## config.mk

```make
export PLATFORM = sky130hd
export DESIGN_NAME = cv32e40p_fetch_fifo_ctrl_flat
export DESIGN_NICKNAME = d
export VERILOG_FILES = /design/src/rtl/cv32e40p_fetch_fifo_ctrl_if.sv /design/src/rtl/cv32e40p_fetch_fifo_ctrl.sv /design/src/flat_wrapper.sv
export SDC_FILE = /design/constraint.sdc
export NUM_CORES = 1
export LEC_CHECK = 0
export ABC_AREA = 1
export BUFFER_PORTS_ARGS = -buffer_cell sky130_fd_sc_hd__buf_2
export CORE_ASPECT_RATIO = 1.4
export CORE_MARGIN = 1.5
export CORE_UTILIZATION = 50
export CTS_BUF_LIST = sky130_fd_sc_hd__clkbuf_8 sky130_fd_sc_hd__clkbuf_16
export DETAILED_ROUTE_END_ITERATION = 8
export GPL_ROUTABILITY_DRIVEN = 0
export PLACE_DENSITY_LB_ADDON = 0.15
export SLEW_MARGIN = 0
export SYNTH_ARGS = -nofsm -noshare
export SYNTH_HDL_FRONTEND = slang
export SYNTH_SLANG_ARGS = --single-unit
```

## constraint.sdc

```tcl
create_clock -name clk -period 3.38 [get_ports clk]
set_clock_uncertainty 0.1 [all_clocks]
set_input_delay 0.338 -clock clk [delete_from_list [all_inputs] [get_ports clk]]
set_output_delay 0.338 -clock clk [all_outputs]
set_load 0.02 [all_outputs]
```

## src/rtl/cv32e40p_fetch_fifo_ctrl_if.sv

```systemverilog
// OBI instruction-fetch port between the fetch controller (master) and instruction memory (slave).
interface cv32e40p_fetch_fifo_ctrl_if;
  logic        req;
  logic [31:0] addr;
  logic        gnt;
  logic        rvalid;
  logic [31:0] rdata;
  logic        err;

  modport master (output req, addr, input gnt, rvalid, rdata, err);
  modport slave  (input req, addr, output gnt, rvalid, rdata, err);
endinterface

```

## src/rtl/cv32e40p_fetch_fifo_ctrl.sv

```systemverilog
// Instruction-fetch controller: issues sequential OBI word fetches under a credit limit, buffers
// responses in a small FIFO for the IF stage, and discards in-flight responses after a branch.
module cv32e40p_fetch_fifo_ctrl #(
  parameter int DEPTH           = 2,
  parameter int MAX_OUTSTANDING = 2
) (
  input  logic                              clk,
  input  logic                              rst_n,
  input  logic                              req_i,
  input  logic                              branch_i,
  input  logic [31:0]                       branch_addr_i,
  input  logic                              fetch_ready_i,
  output logic                              fetch_valid_o,
  output logic [31:0]                       fetch_rdata_o,
  output logic                              fetch_err_o,
  cv32e40p_fetch_fifo_ctrl_if.master        obi,
  output logic                              busy_o
);
  localparam int PTR_W = $clog2(DEPTH);
  localparam int CNT_W = $clog2(DEPTH + 1);
  localparam int OUT_W = $clog2(MAX_OUTSTANDING + 1);
  localparam int SUM_W = ((CNT_W > OUT_W) ? CNT_W : OUT_W) + 1;

  typedef enum logic [0:0] {IDLE, WAIT_GNT} state_t;

  state_t           state;
  logic [31:0]      fetch_addr_q;
  logic [31:0]      pend_addr_q;
  logic             stale_q;
  logic [OUT_W-1:0] outstanding;
  logic [OUT_W-1:0] outstanding_next;
  logic [OUT_W-1:0] discard_cnt;
  logic [OUT_W-1:0] discard_next;
  logic [CNT_W-1:0] count;
  logic [PTR_W-1:0] rd_ptr;
  logic [PTR_W-1:0] wr_ptr;
  logic [32:0]      mem [DEPTH];

  logic [SUM_W-1:0] kept_plus_count;
  logic             credit;
  logic             granted;
  logic             rsp;
  logic             rsp_drop;
  logic             push;
  logic             pop;
  logic [31:0]      branch_target;

  // Credit covers words already buffered plus in-flight words that will be kept.
  assign kept_plus_count = SUM_W'(outstanding - discard_cnt) + SUM_W'(count);
  assign credit = req_i && (kept_plus_count < SUM_W'(DEPTH))
                        && (outstanding < OUT_W'(MAX_OUTSTANDING));

  // A pending request keeps its own address so a branch cannot disturb it before grant.
  assign obi.req  = (state == WAIT_GNT) || credit;
  assign obi.addr = (state == WAIT_GNT) ? pend_addr_q : fetch_addr_q;
  assign granted  = obi.req && obi.gnt;

  // Responses with nothing outstanding (e.g. stragglers from before a reset) are ignored.
  assign rsp      = obi.rvalid && (outstanding != '0);
  assign rsp_drop = (discard_cnt != '0);
  assign push     = rsp && !rsp_drop && !branch_i;

  assign fetch_valid_o = (count != '0);
  assign pop           = fetch_valid_o && fetch_ready_i && !branch_i;
  assign fetch_rdata_o = fetch_valid_o ? mem[rd_ptr][31:0] : 32'h0;
  assign fetch_err_o   = fetch_valid_o && mem[rd_ptr][32];
  assign busy_o        = obi.req || (outstanding != '0);
  assign branch_target = branch_addr_i & 32'hFFFF_FFFC;

  always_comb begin
    outstanding_next = outstanding;
    if (granted && !rsp) begin
      outstanding_next = outstanding + 1'b1;
    end else if (!granted && rsp) begin
      outstanding_next = outstanding - 1'b1;
    end
  end

  // A branch marks everything in flight (including a grant this cycle) for discard; a stale
  // pending request granted later joins the discard set.
  always_comb begin
    discard_next = discard_cnt;
    if (branch_i) begin
      discard_next = outstanding_next;
    end else begin
      if (rsp && rsp_drop) begin
        discard_next = discard_next - 1'b1;
      end
      if (granted && stale_q) begin
        discard_next = discard_next + 1'b1;
      end
    end
  end

  always_ff @(posedge clk or negedge rst_n) begin
    if (!rst_n) begin
      state        <= IDLE;
      fetch_addr_q <= 32'h0;
      pend_addr_q  <= 32'h0;
      stale_q      <= 1'b0;
      outstanding  <= '0;
      discard_cnt  <= '0;
      count        <= '0;
      rd_ptr       <= '0;
      wr_ptr       <= '0;
    end else begin
      outstanding <= outstanding_next;
      discard_cnt <= discard_next;

      case (state)
        IDLE: begin
          if (obi.req && !obi.gnt) begin
            state       <= WAIT_GNT;
            pend_addr_q <= fetch_addr_q;
            stale_q     <= branch_i;
          end
        end
        WAIT_GNT: begin
          if (obi.gnt) begin
            state   <= IDLE;
            stale_q <= 1'b0;
          end else if (branch_i) begin
            stale_q <= 1'b1;
          end
        end
        default: begin
          state   <= IDLE;
          stale_q <= 1'b0;
        end
      endcase

      if (branch_i) begin
        fetch_addr_q <= branch_target;
      end else if (granted && !stale_q) begin
        fetch_addr_q <= obi.addr + 32'd4;
      end

      if (branch_i) begin
        count  <= '0;
        rd_ptr <= '0;
        wr_ptr <= '0;
      end else begin
        if (push) begin
          wr_ptr <= wr_ptr + 1'b1;
        end
        if (pop) begin
          rd_ptr <= rd_ptr + 1'b1;
        end
        if (push && !pop) begin
          count <= count + 1'b1;
        end else if (pop && !push) begin
          count <= count - 1'b1;
        end
      end
    end
  end

  always_ff @(posedge clk) begin
    if (push) begin
      mem[wr_ptr] <= {obi.err, obi.rdata};
    end
  end

  assert property (@(posedge clk) disable iff (!rst_n) !(push && (count == CNT_W'(DEPTH))));
  assert property (@(posedge clk) disable iff (!rst_n) (discard_cnt <= outstanding));
endmodule

```

## src/flat_wrapper.sv

```systemverilog
// flat-port wrapper written by rule: the top's interface ports become plain ports
module cv32e40p_fetch_fifo_ctrl_flat 
#(
  parameter int DEPTH           = 2,
  parameter int MAX_OUTSTANDING = 2
)
  (clk, rst_n, req_i, branch_i, branch_addr_i, fetch_ready_i, fetch_valid_o, fetch_rdata_o, fetch_err_o, busy_o, obi_req, obi_addr, obi_gnt, obi_rvalid, obi_rdata, obi_err);
  cv32e40p_fetch_fifo_ctrl_if obi_i ();
  input  logic clk;
  input  logic rst_n;
  input  logic req_i;
  input  logic branch_i;
  input  logic [31:0] branch_addr_i;
  input  logic fetch_ready_i;
  output logic fetch_valid_o;
  output logic [31:0] fetch_rdata_o;
  output logic fetch_err_o;
  output logic busy_o;
  output wire logic [$bits(obi_i.req)-1:0] obi_req;
  output wire logic [$bits(obi_i.addr)-1:0] obi_addr;
  input wire logic [$bits(obi_i.gnt)-1:0] obi_gnt;
  input wire logic [$bits(obi_i.rvalid)-1:0] obi_rvalid;
  input wire logic [$bits(obi_i.rdata)-1:0] obi_rdata;
  input wire logic [$bits(obi_i.err)-1:0] obi_err;
  assign obi_req = obi_i.req;
  assign obi_addr = obi_i.addr;
  assign obi_i.gnt = obi_gnt;
  assign obi_i.rvalid = obi_rvalid;
  assign obi_i.rdata = obi_rdata;
  assign obi_i.err = obi_err;
  cv32e40p_fetch_fifo_ctrl #(.DEPTH(DEPTH), .MAX_OUTSTANDING(MAX_OUTSTANDING)) u_core (.clk(clk), .rst_n(rst_n), .req_i(req_i), .branch_i(branch_i), .branch_addr_i(branch_addr_i), .fetch_ready_i(fetch_ready_i), .fetch_valid_o(fetch_valid_o), .fetch_rdata_o(fetch_rdata_o), .fetch_err_o(fetch_err_o), .obi(obi_i), .busy_o(busy_o));
endmodule
```

==> impl_metrics.json, run 1 <==
{
  "peakVddDrop_mv": 0.364,
  "crit_fanout": 30,
  "nFillCells": 1264,
  "fin_setup_tns_ns": 0,
  "p_leak_uw": 0.00405,
  "switching_share_pct": 42.0,
  "synth_flop_cell": "dfrtp_1",
  "combPwrFrac_pct": 41.2,
  "clk_pin_slew_ns": 0.06,
  "grt_overflow_total": 0,
  "hold_depth": 1,
  "final_common_cell": "nand2_1",
  "power_uw": 7070,
  "fmax_mhz": 336,
  "final_util_pct": 62.4,
  "drive_gt1_share_pct": 21.9,
  "num_vias": 5919,
  "final_cell_mix": "322 x nand2_1, 136 x buf_2, 74 x dfrtp_1",
  "yosys_warnings": 0,
  "p_seq_share_pct": 34.0,
  "clock_latency_ns": 0.42,
  "p_int_uw": 4100,
  "rr_worst_depth": 12,
  "nNetsFinal": 1072,
  "htreeDepth": 4,
  "max_slew.worst_pin.slew_ns": 0.954,
  "postRouteAntennaNets": 0,
  "slew_violations": 0,
  "syn_inst": 840,
  "status": "finished, final reports clean",
  "critPathKind": "register to register",
  "p_sw_uw": 2970,
  "grt_usage_pct": 23.8,
  "maxCapViolCount": 0,
  "die_x_um": 103,
  "vias_per_cell": 4.96,
  "synth_area_um2": 7030,
  "numClockSinks": 140,
  "grt_antenna_before_repair": 0,
  "area_delta_synth_final_pct": 23.0,
  "hold_path_class": "input port to register",
  "hold_viol_final": 0,
  "dp_cells": 1144,
  "drt_iter0_markers": 272,
  "rrSetupSlack_ns": 0.40,
  "endpoint_kind": "register",
  "clkPwrFrac_pct": 24.8,
  "use_met2_pct": 40.4,
  "synth_edf_count": 66,
  "async_flop_share_pct": 52.9,
  "die_y_um": 143,
  "num_io_pins": 140,
  "design_area_um2": 8650,
  "cts_tree": "done",
  "clockBufferDepth": 2,
  "wl_per_cell_um": 14.4,
  "port_buffers": 137,
  "fin_cells": 1193,
  "grt_pass1_vias": 5539,
  "hold_end": "u_core.mem[1][26]$_DFFE_PP_",
  "placed_area_um2": 7930,
  "reg2reg_to": "u_core.pend_addr_q[4]$_DFFE_PN0P_",
  "syn_area_per_cell_um2": 8.37,
  "post_cts_buffers": 0,
  "ys_seq_area_share_pct": 54.5,
  "r2r_start": "u_core.count[1]$_DFFE_PN0P_",
  "cts-root-buf": "clkbuf_16",
  "grt_busiest_layer": "met2",
  "relSlewSlack_pct": 36.4,
  "required_ns": 3.58,
  "grt_max_degree": 75,
  "worstHoldStart": "obi_rdata[26]",
  "ctsResizeCount": 0,
  "totalWireLength_um": 17100,
  "setup_violations": 0,
  "arrival_ns": 3.18,
  "post-route-period-util_pct": 88.1,
  "ys_seq_elements": 140,
  "grt_pass1_wl_um": 27000,
  "core_area_um2": 13800,
  "drc_errors": 0,
  "die_area_um2": 14800,
  "start_util_pct": 50.8,
  "syn-num-nets": 918,
  "cts_buffers": 17,
  "synth.distinct_cells": 38,
  "rows": 51,
  "hpwl_um": 11700,
  "grtUsageMet1_pct": 29.8,
  "met3_usage_pct": 4.33,
  "period_needed_ns": 2.98,
  "first_pass_iters": 6,
  "critPathLaunchType": "register",
  "rsz0062_at_grt": "no",
  "power_density_nw_per_um2": 817
}
## per-layer routing
metal | vias up | routed length [µm]
met5 | - | 0
met4 | 0 | 422
met3 | 29 | 937
met2 | 167 | 8590
met1 | 2703 | 7190
li1 | 3020 | -
## cell usage after synthesis, types with 7 or more instances
cell / count / area (µm²)
o21ai_0: 42 / 210
nand3_1: 48 / 240
mux2_2: 9 / 101
dfrtp_1: 74 / 1850
inv_1: 69 / 259
a21oi_1: 38 / 190
nand2_2: 9 / 56.3
o21bai_1: 8 / 60.1
nor2_1: 59 / 221
edfxtp_1: 66 / 1980
buf_2: 7 / 35.0
xor2_1: 9 / 78.8
clkbuf_1: 20 / 75.1
nand2_1: 322 / 1210
## critical path, stage by stage, from the launching register on
cell and delay [ns]:
dfrtp_1 0.44, fa_1 0.55, inv_1 0.06, fa_1 0.46, nand2_1 0.07, nor2_1 0.03, nand2_1 0.12, nand2_4 0.09
nand2_1 0.12, inv_2 0.07, nand2_2 0.06, buf_4 0.30, mux2_2 0.37
## stage by stage
step	setup slack, ns	hold WS (ns)
floorplan	0.349	-0.0576
global route	0.219	0.00121
global placement	0.415	0.357
CTS	0.387	0.000331
detailed placement	0.406	0.364
finish	0.402	0.00874
## worst max-delay path by stage
stage / start / to / slack [ns] / cells past startpoint
floorplan: u_core.outstanding[1]$_DFF_PN0_ / u_core.mem[0][0]$_DFFE_PP_ / 0.35 / 7
global placement: u_core.count[1]$_DFFE_PN0P_ / u_core.pend_addr_q[6]$_DFFE_PN0P_ / 0.42 / 12
detailed placement: u_core.count[1]$_DFFE_PN0P_ / u_core.pend_addr_q[5]$_DFFE_PN0P_ / 0.41 / 11
CTS: u_core.count[1]$_DFFE_PN0P_ / u_core.pend_addr_q[6]$_DFFE_PN0P_ / 0.39 / 11
global route: u_core.count[1]$_DFFE_PN0P_ / u_core.pend_addr_q[4]$_DFFE_PN0P_ / 0.22 / 12
finish: u_core.count[1]$_DFFE_PN0P_ / u_core.pend_addr_q[4]$_DFFE_PN0P_ / 0.40 / 12
## power groups by stage
stage | clock, µW | sequential, µW | combinational [µW]
after global placement | 0 | 2420 | 2860
after global routing | 1850 | 2450 | 3300
after CTS | 1780 | 2400 | 2930
after floorplan | 0 | 2380 | 2070
after detailed placement | 0 | 2430 | 2900
final | 1760 | 2400 | 2910
## layout make-up
type                    instances  area [µm²]  share of cell area (%)
flip-flops and latches        140        3830                    44.3
multi-input cells             594        2790                    32.3
repair buffers                167         953                    11.0
clock buffers                  17         425                    4.92
inverters                      74         278                    3.21
well taps                     185         231                    2.68
clock inverters                15         129                    1.49
diodes                          1        2.50                  0.0289
## state kept, by name, summed over array words and instances (netlist names)
register,count
u_core.mem,66
u_core.fetch_addr_q,32
u_core.pend_addr_q,32
u_core.count,2
u_core.discard_cnt,2
u_core.outstanding,2
u_core.rd_ptr,1
u_core.stale_q,1
u_core.state,1
u_core.wr_ptr,1
## repair_timing
item / 4_1_cts / 5_1_grt
endpoints found under the setup margin: 0 / 0
endpoints found under the hold margin: 34 / 0
hold buffers: 16 / 0
## kinds of logic after synthesis
family	Yosys count	share of synthesized area [%]
AO/OA/AOI/OAI	107	8.42
XOR/XNOR	13	1.62
adder cells (fa/ha/maj)	6	1.28
buffers and inverters	106	5.95
flip-flops	140	54.5
multiplexers	9	1.44
AND/OR/NAND/NOR	459	26.8
Power figures use the tool's default switching activity.
==> run 2, diff against run 1 <==
Settings changed: RECOVER_POWER from default to 50.
==> run 2 against run 1 <==
The run now ends with max-capacitance violations, max-slew violations left. First-iteration DRC count grew 8.5%. Cell area shrank 0.46%. Final cell count is the same. Worst hold slack gained 0.0024 ns. Sequential share of layout area grew 0.21 points. Flip-flop and latch count is the same. Worst setup slack is essentially flat. Maximum frequency is essentially flat. Die area is the same. Combinational power is essentially flat. Highest routed layer unchanged.
==> impl_metrics.json, run 2 (synthesized netlist as in run 1, its figures left out) <==
{
  "grt_busiest_layer": "met2",
  "failed_checks": "max-capacitance violations, max-slew violations",
  "final_util_pct": 62.2,
  "cts_tree": "done",
  "core_area_um2": 13800,
  "cts-root-buf": "clkbuf_16",
  "required_ns": 3.58,
  "critPathKind": "register to register",
  "setup_violations": 0,
  "switching_share_pct": 42.0,
  "numClockSinks": 140,
  "p_int_uw": 4090,
  "max_slew.worst_pin.slew_ns": 1.85,
  "period_needed_ns": 2.98,
  "reg_top3": "u_core.mem x66, u_core.fetch_addr_q x32, u_core.pend_addr_q x32",
  "rr_worst_depth": 12,
  "endpoint_kind": "register",
  "largest_reg_flops": 66,
  "slew_violations": 75,
  "fin_setup_tns_ns": 0,
  "clkPwrFrac_pct": 24.8,
  "rrSetupSlack_ns": 0.40,
  "grt_overflow_total": 0,
  "drive_gt1_share_pct": 20.0,
  "vias_per_cell": 4.96,
  "clock_latency_ns": 0.42,
  "reg2reg_to": "u_core.pend_addr_q[4]$_DFFE_PN0P_",
  "crit_fanout": 30,
  "grt_antenna_before_repair": 0,
  "die_y_um": 143,
  "totalWireLength_um": 17100,
  "final_common_cell": "nand2_1",
  "met3_usage_pct": 4.33,
  "die_area_um2": 14800,
  "postRouteAntennaNets": 0,
  "nFillCells": 1270,
  "p_sw_uw": 2960,
  "hold_end": "u_core.mem[1][26]$_DFFE_PP_",
  "hold_path_class": "input port to register",
  "post-route-period-util_pct": 88.1,
  "relSlewSlack_pct": -23.1,
  "multi_input_area_um2": 2780,
  "grt_usage_pct": 23.8,
  "drt_iter0_markers": 295,
  "fmax_mhz": 336,
  "port_buffers": 137,
  "grt_max_degree": 75,
  "clockBufferDepth": 2,
  "worstHoldStart": "obi_rdata[26]",
  "num_io_pins": 140,
  "combPwrFrac_pct": 41.1,
  "p_seq_share_pct": 34.1,
  "hpwl_um": 11700,
  "p_leak_uw": 0.00398,
  "status": "finished with violations",
  "area_delta_synth_final_pct": 22.4,
  "use_met2_pct": 40.4,
  "rows": 51,
  "top_register": "u_core.mem",
  "start_util_pct": 50.8,
  "num_vias": 5921,
  "r2r_start": "u_core.count[1]$_DFFE_PN0P_",
  "whs_ns": 0.0111,
  "htreeDepth": 4,
  "rsz0062_at_grt": "no",
  "peakVddDrop_mv": 0.363,
  "arrival_ns": 3.18,
  "seq_area_um2": 3830,
  "drc_errors": 0,
  "hold_depth": 1,
  "grt_pass1_wl_um": 27000,
  "wl_per_cell_um": 14.4,
  "final_cell_mix": "322 x nand2_1, 115 x buf_2, 74 x dfrtp_1",
  "setup_slack_ns": 0.402,
  "first_pass_iters": 6,
  "grtUsageMet1_pct": 29.8,
  "nNetsFinal": 1072,
  "hold_viol_final": 0,
  "clk_pin_slew_ns": 0.06,
  "critPathLaunchType": "register",
  "grt_pass1_vias": 5539,
  "place_ws_ns": 0.406,
  "power_density_nw_per_um2": 819,
  "maxCapViolCount": 1,
  "cts_buffers": 17,
  "die_x_um": 103
}
run 2: cell types whose count changed in the layout (fill, tap and decap cells not counted), sizes merged:
cell    before  now
buf        151  129
clkbuf      17   39
run 2: layout make-up:
type,instances,area share [%]
sequential,140,44.5
multi-input combinational,594,32.3
timing repair buffer,167,10.7
clock buffer,17,4.94
inverter,74,3.23
tap,185,2.69
clock inverter,15,1.50
antenna,1,0.0291
run 2: power by group through the flow:
| stage | clock (µW) | sequential (µW) | combinational [µW] |
|---|---|---|---|
| 3_5_place_dp | 0 | 2430 | 2900 |
| 6_report | 1750 | 2400 | 2900 |
| 5_1_grt | 1850 | 2450 | 3280 |
| 2_1_floorplan | 0 | 2380 | 2070 |
| 3_3_place_gp | 0 | 2420 | 2860 |
| 4_1_cts | 1780 | 2400 | 2930 |
run 2: critical path: stages (launching register included):
cell,delay (ns)
dfrtp_1,0.44
fa_1,0.55
inv_1,0.06
fa_1,0.46
nand2_1,0.07
nor2_1,0.03
nand2_1,0.12
nand2_4,0.09
nand2_1,0.12
inv_2,0.07
nand2_2,0.06
buf_4,0.30
mux2_2,0.37
run 2: metal layers:
metal	wire [µm]	share of wire, %
met5	0	0
met4	352	2.1
met3	928	5.4
met2	8630	50
met1	7210	42
run 2: worst max-delay path by stage:
stage	startpoint	endpoint	slack [ns]
final	u_core.count[1]$_DFFE_PN0P_	u_core.pend_addr_q[4]$_DFFE_PN0P_	0.40
after global routing	u_core.count[1]$_DFFE_PN0P_	u_core.pend_addr_q[4]$_DFFE_PN0P_	0.22
after CTS	u_core.count[1]$_DFFE_PN0P_	u_core.pend_addr_q[6]$_DFFE_PN0P_	0.39
after detailed placement	u_core.count[1]$_DFFE_PN0P_	u_core.pend_addr_q[5]$_DFFE_PN0P_	0.41
after global placement	u_core.count[1]$_DFFE_PN0P_	u_core.pend_addr_q[6]$_DFFE_PN0P_	0.42
after floorplan	u_core.outstanding[1]$_DFF_PN0_	u_core.mem[0][0]$_DFFE_PP_	0.35
run 2: per-stage QoR:
stage | instance area, µm² | power, µW | instances
2_1_floorplan | 7030 | 4440 | 840
3_3_place_gp | 7930 | 5280 | 1144
3_5_place_dp | 7930 | 5330 | 1144
4_1_cts | 8640 | 7110 | 1192
5_1_grt | 8600 | 7580 | 1192
6_report | 8610 | 7050 | 1193
run 2: timing repair:
item                                    in CTS  in global routing
endpoints found under the hold margin       34                  0
resized for setup                            0                  0
buffers inserted                             0                  0
endpoints found under the setup margin       0                  0
hold buffers                                16                  0
==> run 3, diff against run 2 <==
Settings changed: CAP_MARGIN from default to 0, CORE_UTILIZATION 50 to 35.
==> run 3 against run 2 <==
The flow still finishes with violations (max-capacitance violations, max-slew violations). Worst setup slack got worse by 0.077 ns. Maximum frequency decreased by 2.5%. Worst hold slack improved by 0.0073 ns. Die area increased by 42%. Register-to-register slack got worse by 0.08 ns. Routed wire length increased by 10%. Via count increased by 0.44%. Sequential share of layout area decreased by 0.83 points. Combinational power about the same. Clock power increased by 13%. Critical path type unchanged. Largest cell class unchanged. Highest routed layer unchanged.
==> impl_metrics.json, run 3 (synthesized netlist as in run 1, its figures left out) <==
{
  "maxCapViolCount": 2,
  "drt_iter0_markers": 366,
  "critPathBufInv": 3,
  "core_area_um2": 19800,
  "grt_max_degree": 75,
  "vias_per_cell": 4.72,
  "postRouteAntennaNets": 0,
  "required_ns": 3.58,
  "start_util_pct": 35.6,
  "die_x_um": 123,
  "crit_start": "u_core.count[1]$_DFFE_PN0P_",
  "area_delta_synth_final_pct": 24.8,
  "final_cell_mix": "322 x nand2_1, 112 x buf_2, 74 x dfrtp_1",
  "arrival_ns": 3.26,
  "p_leak_uw": 0.00403,
  "failed_checks": "max-capacitance violations, max-slew violations",
  "reg_top3": "u_core.mem x66, u_core.fetch_addr_q x32, u_core.pend_addr_q x32",
  "endpoint_kind": "register",
  "drc_errors": 0,
  "post_cts_buffers": 0,
  "rr_worst_depth": 12,
  "num_io_pins": 140,
  "rrSetupSlack_ns": 0.33,
  "design_area_um2": 8770,
  "hold_depth": 1,
  "clock_latency_ns": 0.42,
  "relSlewSlack_pct": -33.8,
  "r2r_start": "u_core.count[1]$_DFFE_PN0P_",
  "clk_pin_slew_ns": 0.06,
  "hpwl_um": 13200,
  "critPathKind": "register to register",
  "slew_violations": 111,
  "cp_slowest_cell": "fa_1",
  "numClockSinks": 140,
  "post-route-period-util_pct": 90.4,
  "die_y_um": 171,
  "num_vias": 5947,
  "drive_gt1_share_pct": 19.9,
  "critical_path.max_stage_delay_ns": 0.55,
  "ctsResizeCount": 0,
  "nNetsFinal": 1074,
  "grt_antenna_before_repair": 0,
  "hold_viol_final": 0,
  "period_needed_ns": 3.05,
  "final_common_cell": "nand2_1",
  "setup_violations": 0,
  "grt_overflow_total": 0,
  "grt_pass1_vias": 5936,
  "worstHoldStart": "obi_rdata[30]",
  "fin_setup_tns_ns": 0,
  "path_common_cell": "nand2_1",
  "first_pass_iters": 5,
  "cp-endpoint": "u_core.pend_addr_q[4]$_DFFE_PN0P_",
  "rows": 61,
  "hold_path_class": "input port to register",
  "cts-root-buf": "clkbuf_16",
  "critical-path-top-delay-family": "adder cells",
  "diodes": 0,
  "max_slew.worst_pin.slew_ns": 2.01,
  "placed_area_um2": 8040,
  "reg2reg_to": "u_core.pend_addr_q[4]$_DFFE_PN0P_",
  "status": "finished with violations",
  "top_register": "u_core.mem",
  "grt_pass1_wl_um": 30000,
  "port_buffers": 137,
  "crit_fanout": 42,
  "grt_usage_pct": 18.6,
  "nFillCells": 2076,
  "critPathLaunchType": "register",
  "fmax_mhz": 327,
  "peakVddDrop_mv": 0.394,
  "rsz0062_at_grt": "no",
  "wl_per_cell_um": 15.0,
  "largest_reg_flops": 66,
  "power_density_nw_per_um2": 833,
  "cts_tree": "done",
  "cts_buffers": 17,
  "die_area_um2": 21000,
  "clockBufferDepth": 2,
  "htreeDepth": 4,
  "crit_chain": "fa_1 -> inv_1 -> fa_1 -> nand2_1 -> nor2_1 -> nand2_1 -> nand2_4 -> nand2_1 -> inv_2 -> nand2_2 -> buf_4 -> mux2_2",
  "cp.depth": 12,
  "totalWireLength_um": 18900
}
## run 3: final cells by class
class | instances | area [µm²] | area share [%]
flip-flops and latches | 140 | 3830 | 43.7
multi-input cells | 594 | 2790 | 31.8
repair buffers | 169 | 931 | 10.6
clock buffers | 17 | 425 | 4.85
well taps | 252 | 315 | 3.59
inverters | 74 | 278 | 3.17
clock inverters | 15 | 198 | 2.25
## run 3: metrics by stage
step	total power, µW	worst slack, ns	hold slack [ns]	instances	utilization [%]
floorplan	4440	0.349	-0.0576	840	-
global placement	5360	0.328	0.356	1214	40.7
detailed placement	5400	0.311	0.363	1214	40.7
CTS	7410	0.292	0.000418	1261	44.6
global route	7880	0.0926	0.00105	1261	44.4
finish	7300	0.325	0.0184	1261	44.4
## run 3: worst min path at each step
stage	endpoint
final	u_core.mem[0][30]$_DFFE_PP_
after global routing	u_core.mem[1][24]$_DFFE_PP_
after CTS	u_core.mem[1][11]$_DFFE_PP_
after detailed placement	u_core.pend_addr_q[18]$_DFFE_PN0P_
after global placement	u_core.pend_addr_q[10]$_DFFE_PN0P_
after floorplan	u_core.count[0]$_DFFE_PN0P_
## run 3: metal layers
| metal | vias to the layer above | global-route usage, % | share of wire (%) |
|---|---|---|---|
| met5 | - | 0 | 0 |
| met2 | 150 | 33.7 | 52 |
| li1 | 3026 | - | - |
| met4 | 0 | 6.12 | 1.7 |
| met1 | 2750 | 21.4 | 41 |
| met3 | 21 | 4.00 | 5.1 |
## run 3: repair_timing
| item | CTS | global route |
|---|---|---|
| hold buffers | 15 | 0 |
| setup endpoints to repair | 0 | 0 |
| hold endpoints to repair | 30 | 0 |
## run 3: where the power goes
group	switching (µW)	internal [µW]	total [µW]
Clock	737	1240	1970
Sequential	212	2190	2400
Combinational	1990	939	2930
Total	2940	4360	7300
